===== config.mk =====
export PLATFORM = sky130hd
export DESIGN_NAME = dcache_ctrl
export DESIGN_NICKNAME = d
export VERILOG_FILES = /design/src/rtl/dcache_pkg.sv /design/src/rtl/dcache_linebuf.sv /design/src/rtl/dcache_ctrl.sv
export SDC_FILE = /design/constraint.sdc
export NUM_CORES = 1
export LEC_CHECK = 0
export CAP_MARGIN = 20
export CORE_MARGIN = 2
export CORE_UTILIZATION = 40
export DETAILED_ROUTE_END_ITERATION = 12
export GPL_TIMING_DRIVEN = 0
export PLACE_DENSITY = 0.72
export SKIP_CTS_REPAIR_TIMING = 1
export SYNTH_ARGS = -nofsm -noshare
export SYNTH_HDL_FRONTEND = slang
export SYNTH_SLANG_ARGS = --single-unit
export TNS_END_PERCENT = 30

===== constraint.sdc =====
create_clock -name clk -period 20 [get_ports clk]
set_input_delay 3 -clock clk [delete_from_list [all_inputs] [get_ports clk]]
set_output_delay 3 -clock clk [all_outputs]
set_load 0.02 [all_outputs]

===== src/rtl/dcache_pkg.sv =====
`default_nettype none
// ============================================================================
//  Module   : dcache_pkg
//  Purpose  : Shared state encoding and address-field positions for the
//             data-cache miss/write-through sequencer.
//  Revision : 1.0 - initial release
// ============================================================================
package dcache_pkg;

    typedef enum logic [2:0] {
        ST_IDLE   = 3'd0,
        ST_REFILL = 3'd1,
        ST_FILL   = 3'd2,
        ST_WRITE  = 3'd3,
        ST_DONE   = 3'd4
    } state_t;

    localparam int LINE_WORDS = 4;
    localparam int OFFSET_LSB = 2;
    localparam int SET_LSB    = 4;
    localparam int TAG_LSB    = 12;

endpackage
`default_nettype wire


===== src/rtl/dcache_linebuf.sv =====
`default_nettype none
// ============================================================================
//  Module   : dcache_linebuf
//  Purpose  : Refill line buffer: beat counter plus one register per word.
//  Revision : 1.0 - initial release
// ============================================================================
module dcache_linebuf #(
    parameter int LINE_WORDS = 4,
    parameter int BEAT_W     = $clog2(LINE_WORDS)
) (
    input  logic                    clk,
    input  logic                    rst,
    input  logic                    we,
    input  logic                    clr,
    input  logic [31:0]             wdata,
    output logic [BEAT_W-1:0]       beat,
    output logic                    last_beat,
    output logic [32*LINE_WORDS-1:0] wm
);

    logic [BEAT_W-1:0]            r_beat;
    logic [LINE_WORDS-1:0][31:0]  r_words;

    // Words are only ever overwritten by a beat; clr rewinds the counter but
    // keeps the previous line visible on wm.
    always_ff @(posedge clk or posedge rst) begin
        if (rst) begin
            r_beat  <= '0;
            r_words <= '0;
        end else if (clr) begin
            r_beat <= '0;
        end else if (we) begin
            r_words[r_beat] <= wdata;
            r_beat          <= r_beat + BEAT_W'(1);
        end
    end

    assign beat      = r_beat;
    assign last_beat = (r_beat == BEAT_W'(LINE_WORDS - 1));
    assign wm        = r_words;

endmodule
`default_nettype wire


===== src/rtl/dcache_ctrl.sv =====
`default_nettype none
// ============================================================================
//  Module   : dcache_ctrl
//  Purpose  : Load-miss refill and store write-through sequencer with
//             pipeline stall for the 2-way data cache.
//  Revision : 1.0 - initial release
// ============================================================================
module dcache_ctrl #(
    parameter int LINE_WORDS = 4,
    parameter int CNT_W      = 32
) (
    input  logic                     clk,
    input  logic                     rst,
    input  logic                     req_rd,
    input  logic                     req_wr,
    input  logic [31:0]              addr,
    input  logic [31:0]              wdata,
    input  logic                     cache_hit,
    output logic                     stall,
    output logic                     ready,
    output logic [32*LINE_WORDS-1:0] wm,
    output logic                     mem_req,
    output logic                     mem_we,
    output logic [31:0]              mem_addr,
    output logic [31:0]              mem_wdata,
    input  logic [31:0]              mem_rdata,
    input  logic                     mem_ack,
    output logic [CNT_W-1:0]         miss_cnt
);
    import dcache_pkg::*;

    localparam int BEAT_W = $clog2(LINE_WORDS);

    state_t             r_state;
    state_t             w_next;
    logic               r_pend_wr;
    logic [31:0]        r_a_q;
    logic [31:0]        r_d_q;
    logic [CNT_W-1:0]   r_miss_cnt;
    logic               w_start_refill;
    logic               w_accept;
    logic               w_lb_we;
    logic [BEAT_W-1:0]  w_beat;
    logic               w_last_beat;
    logic               w_unused_lsb;

    assign w_unused_lsb = ^r_a_q[OFFSET_LSB-1:0];
    assign w_accept     = (r_state == ST_IDLE) && (w_next != ST_IDLE);
    assign miss_cnt     = r_miss_cnt;

    always_ff @(posedge clk or posedge rst) begin
        if (rst) begin
            r_state    <= ST_IDLE;
            r_pend_wr  <= 1'b0;
            r_a_q      <= '0;
            r_d_q      <= '0;
            r_miss_cnt <= '0;
        end else begin
            r_state <= w_next;
            if (w_accept) begin
                r_a_q <= addr;
                r_d_q <= wdata;
            end
            if (w_start_refill) begin
                r_pend_wr <= req_wr;
                if (r_miss_cnt != '1)
                    r_miss_cnt <= r_miss_cnt + CNT_W'(1);
            end else if ((r_state == ST_WRITE) && mem_ack) begin
                r_pend_wr <= 1'b0;
            end
        end
    end

    // Memory outputs decode straight from registered state so that an
    // asynchronous reset drops the request immediately.
    always_comb begin
        w_next         = r_state;
        w_start_refill = 1'b0;
        w_lb_we        = 1'b0;
        stall          = 1'b0;
        ready          = 1'b0;
        mem_req        = 1'b0;
        mem_we         = 1'b0;
        mem_addr       = '0;
        mem_wdata      = '0;
        case (r_state)
            ST_IDLE: begin
                stall = req_wr | (req_rd & ~cache_hit);
                if (req_wr) begin
                    if (cache_hit) begin
                        w_next = ST_WRITE;
                    end else begin
                        w_next         = ST_REFILL;
                        w_start_refill = 1'b1;
                    end
                end else if (req_rd && !cache_hit) begin
                    w_next         = ST_REFILL;
                    w_start_refill = 1'b1;
                end
            end
            ST_REFILL: begin
                stall    = 1'b1;
                mem_req  = 1'b1;
                mem_addr = {r_a_q[31:SET_LSB], w_beat, OFFSET_LSB'(0)};
                if (mem_ack) begin
                    w_lb_we = 1'b1;
                    if (w_last_beat)
                        w_next = ST_FILL;
                end
            end
            ST_FILL: begin
                stall  = 1'b1;
                ready  = 1'b1;
                w_next = r_pend_wr ? ST_WRITE : ST_DONE;
            end
            ST_WRITE: begin
                stall     = 1'b1;
                mem_req   = 1'b1;
                mem_we    = 1'b1;
                mem_addr  = {r_a_q[31:OFFSET_LSB], OFFSET_LSB'(0)};
                mem_wdata = r_d_q;
                if (mem_ack)
                    w_next = ST_DONE;
            end
            ST_DONE: begin
                w_next = ST_IDLE;
            end
            default: begin
                w_next = ST_IDLE;
            end
        endcase
    end

    dcache_linebuf #(
        .LINE_WORDS (LINE_WORDS)
    ) u_linebuf (
        .clk       (clk),
        .rst       (rst),
        .we        (w_lb_we),
        .clr       (w_start_refill),
        .wdata     (mem_rdata),
        .beat      (w_beat),
        .last_beat (w_last_beat),
        .wm        (wm)
    );

endmodule
`default_nettype wire


==> summary.md, run 1 <==
| Metric | Value |
|---|---|
| Startpoint types | primary input |
| Count leader, synth | dfrtp_1 |
| Clock Skews | 0.00961 ns |
| Min-Delay Path Class | register to register |
| Mapped Avg Cell Area | 14.1 um2 |
| Crit path required time | 17.00 ns |
| # DRC | 0 |
| P_leak | 6.02 nW |
| Placed Area | 13100 um2 |
| Vias per inst | 4.91 |
| Arr. time, crit path | 5.38 ns |
| Unrepaired setup endpoints after global routing | no |
| Crit path cell chain | clkdlybuf4s50_1 -> nor2b_1 -> o21bai_1 -> clkbuf_1 -> buf_2 -> o21ai_0 -> o21bai_1 -> clkdlybuf4s50_1 |
| CP Capture Type | output port |
| Die W | 157 um |
| Syn Inst Count | 663 |
| Post-route cell area | 13900 um2 |
| EDFF count, synth | 0 |
| H-tree depth | 1 |
| Critical Path Max Stage Delay | 0.56 ns |
| Fill cells | 1902 |
| DR iter-0 viols | 213 |
| Pre-antenna DRT Iters | 4 |
| Crit path max-delay cell type | clkdlybuf4s50_1 |
| Critical path buffers and inverters | 4 |
| Synth area leader | dfrtp_1 |
| Period minus WS final | 8.38 ns |
| Actual slew at the worst max-slew pin | 0.957 ns |
| Fmax | 119 MHz |
| IO Port Bufs | 325 |
| First-pass GRT wire length | 38200 um |
| Compound-Gate Fraction of Synth Area | 0.00894 |
| Largest family of logic cells by synthesized area | multiplexers |
| Max-slew violation count | 0 |
| CP Class | primary input to output port |
| Fin crit share | 0.419 |
| Peak VDD IR | 0.111 mV |
| Standard-cell rows | 56 |
| CP delay by family, top | buffers and inverters |
| Fin util | 0.599 |
| Initial antenna violation count | 0 |
| Yosys warns | 0 |
| Max-cap violations | 0 |
| Hold Violations, Final | 0 |
| Status | finished, final reports clean |
| DP Worst Slack | 11.60 ns |
| DRT antenna net count | 0 |
| Post-route setup slack | 11.62 ns |
| Largest net degree at the start of global routing | 103 |
| Die ar. | 24700 um2 |
| Clock Sinks | 228 |
| Setup TNS | 0 ns |
| Number of I/O pins | 330 |
| CTS tree | built |
| Total CTS buffers | 27 |
| Area contributors post-synth | dfrtp_1 61%, mux2_2 23%, and3_1 2.5% |
| CTS Root Cell | clkbuf_16 |
| Core ar. | 23300 um2 |
| Nets@finish | 1127 |
| Die H | 157 um |
| Number of distinct library cells after synthesis | 43 |
| Starting density of the core | 0.403 |
| RePlAce Congestion | 0.815 |
| Mux cell area share after synthesis | 0.233 |
| Min Hold Slack | 0.493 ns |
| Vias in the first global route | 6857 |
| Post-synthesis simple-gate area fraction | 0.0934 |
| Worst slew margin | 0.357 |
| Clk pin slew, worst setup/hold paths | 0.05 ns |
| Synth cell count leaders | 228 x dfrtp_1, 191 x mux2_2, 37 x and3_1 |
| Layout cell share with drive strength beyond 1 | 0.245 |
| Setup violations, final | 0 |
| Ant. Diodes | 0 |
| DR vias | 6658 |
| Drt total wl | 25000 um |
| Max FO, Critical Path | 10 |
| Top FF cell, synth | dfrtp_1 |
| Register bit count reported by yosys | 228 |
| Post-synth top area share | 0.609 |
| Clk_lat worst skew | 0.53 ns |
| Layout Area Growth over Synthesis | 48.7% |
| Clock Path Buffers | 3 |
| HPWL Detailed | 18000 um |
| Total GRT Usage | 0.196 |
| XOR/XNOR Fraction of Synth Area | 0.0290 |
| Sequential element share of the synthesized area | 0.609 |
| GR Overflow Total | 0 |
| DR WL/cell | 18.4 um |
| Power density over the cells | 167 nW/um2 |
| Post-Syn Area | 9380 um2 |
| Async SR Flop Fraction | 1.00 |
| Adder-Cell Fraction of Synth Area | 0.00667 |
## report_power, final
part	switching, mW	internal (mW)	leakage, nW
Clock	0.184	0.280	0.425
Combinational	0.531	0.571	2.80
Sequential	0.103	0.666	2.79
Total	0.818	1.52	6.02
## per-layer routing
layer,track usage,vias up,routed length [um]
li1,-,3043,-
met5,0,-,0
met1,0.249,3353,10400
met2,0.335,212,12600
met4,0.0719,0,803
met3,0.0352,50,1300
## cell families after synthesis
group	count (synthesis)
xor gates and xnor gates	31
adders and majority gates	5
muxes	194
other	1
and+or+nand+nor	150
DFF	228
buffers and inverters	41
AOI/OAI and AO/OA	13
## flip-flops by register name, summed over array words and instances (netlist names)
| register | cells |
|---|---|
| u_linebuf.wm | 128 |
| r_a_q | 30 |
| r_state | 3 |
| miss_cnt | 32 |
| u_linebuf.beat | 2 |
| r_pend_wr | 1 |
| r_d_q | 32 |
## worst paths after layout
kind / endpoint / slack (ns) / startpoint / cells past startpoint
min: r_d_q[1]$_DFFE_PP0P_ / 0.49 / r_d_q[1]$_DFFE_PP0P_ / 1
min in group asynchronous: miss_cnt[1]$_DFFE_PP0P_ / 2.84 / rst / 2
max in group asynchronous: u_linebuf.wm[98]$_DFFE_PP0P_ / 15.89 / rst / 4
max: stall / 11.62 / cache_hit / 8
min reg2reg: r_d_q[1]$_DFFE_PP0P_ / 0.49 / r_d_q[1]$_DFFE_PP0P_ / 1
max reg2reg: miss_cnt[29]$_DFFE_PP0P_ / 17.69 / miss_cnt[2]$_DFFE_PP0P_ / 5
## placed cells by master (no fill, tap or decap), types with 10 or more instances in the layout
master	n
and2_1	30
and3_1	37
clkbuf_1	17
clkbuf_16	27
clkdlybuf4s50_1	325
dfrtp_1	228
mux2_2	191
nand2_1	14
nand3_1	10
nand4_1	18
nor2_1	18
xnor2_1	21
xor2_1	10
## layout make-up
type	instances	area (um2)	area share
Multi-Input combinational cell	395	3480	0.250
Clock buffer	42	822	0.0590
Inverter	8	37.5	0.00269
Timing Repair Buffer	327	3310	0.237
Sequential cell	228	5710	0.409
Buffer	33	161	0.0116
Clock inverter	5	28.8	0.00206
Tap cell	319	399	0.0286
## metrics by stage
step,std cells,total power [mW]
2_1_floorplan,664,1.36
3_3_place_gp,1308,1.86
3_5_place_dp,1310,1.89
4_1_cts,1357,2.36
5_1_grt,1357,2.46
6_report,1357,2.33
Note: power is estimated with default switching activity, not from simulation.
==> run 2: changes to the inputs <==
==> constraint.sdc (replaced) <==
create_clock -name clk -period 8.2 [get_ports clk]
set_input_delay 1.23 -clock clk [delete_from_list [all_inputs] [get_ports clk]]
set_output_delay 1.23 -clock clk [all_outputs]
set_load 0.02 [all_outputs]
==> results of run 2 <==
Same layout as run 1 (identical final DEF). Status: finished, final reports clean.
Among the figures that moved: setup slack after placement 11.60 ns -> 3.34 ns; setup slack after layout 11.62 ns -> 3.36 ns; register-to-register setup slack 17.69 ns -> 5.89 ns; total power 2.33 mW -> 5.69 mW; worst IR drop on VDD 0.111 mV -> 0.271 mV
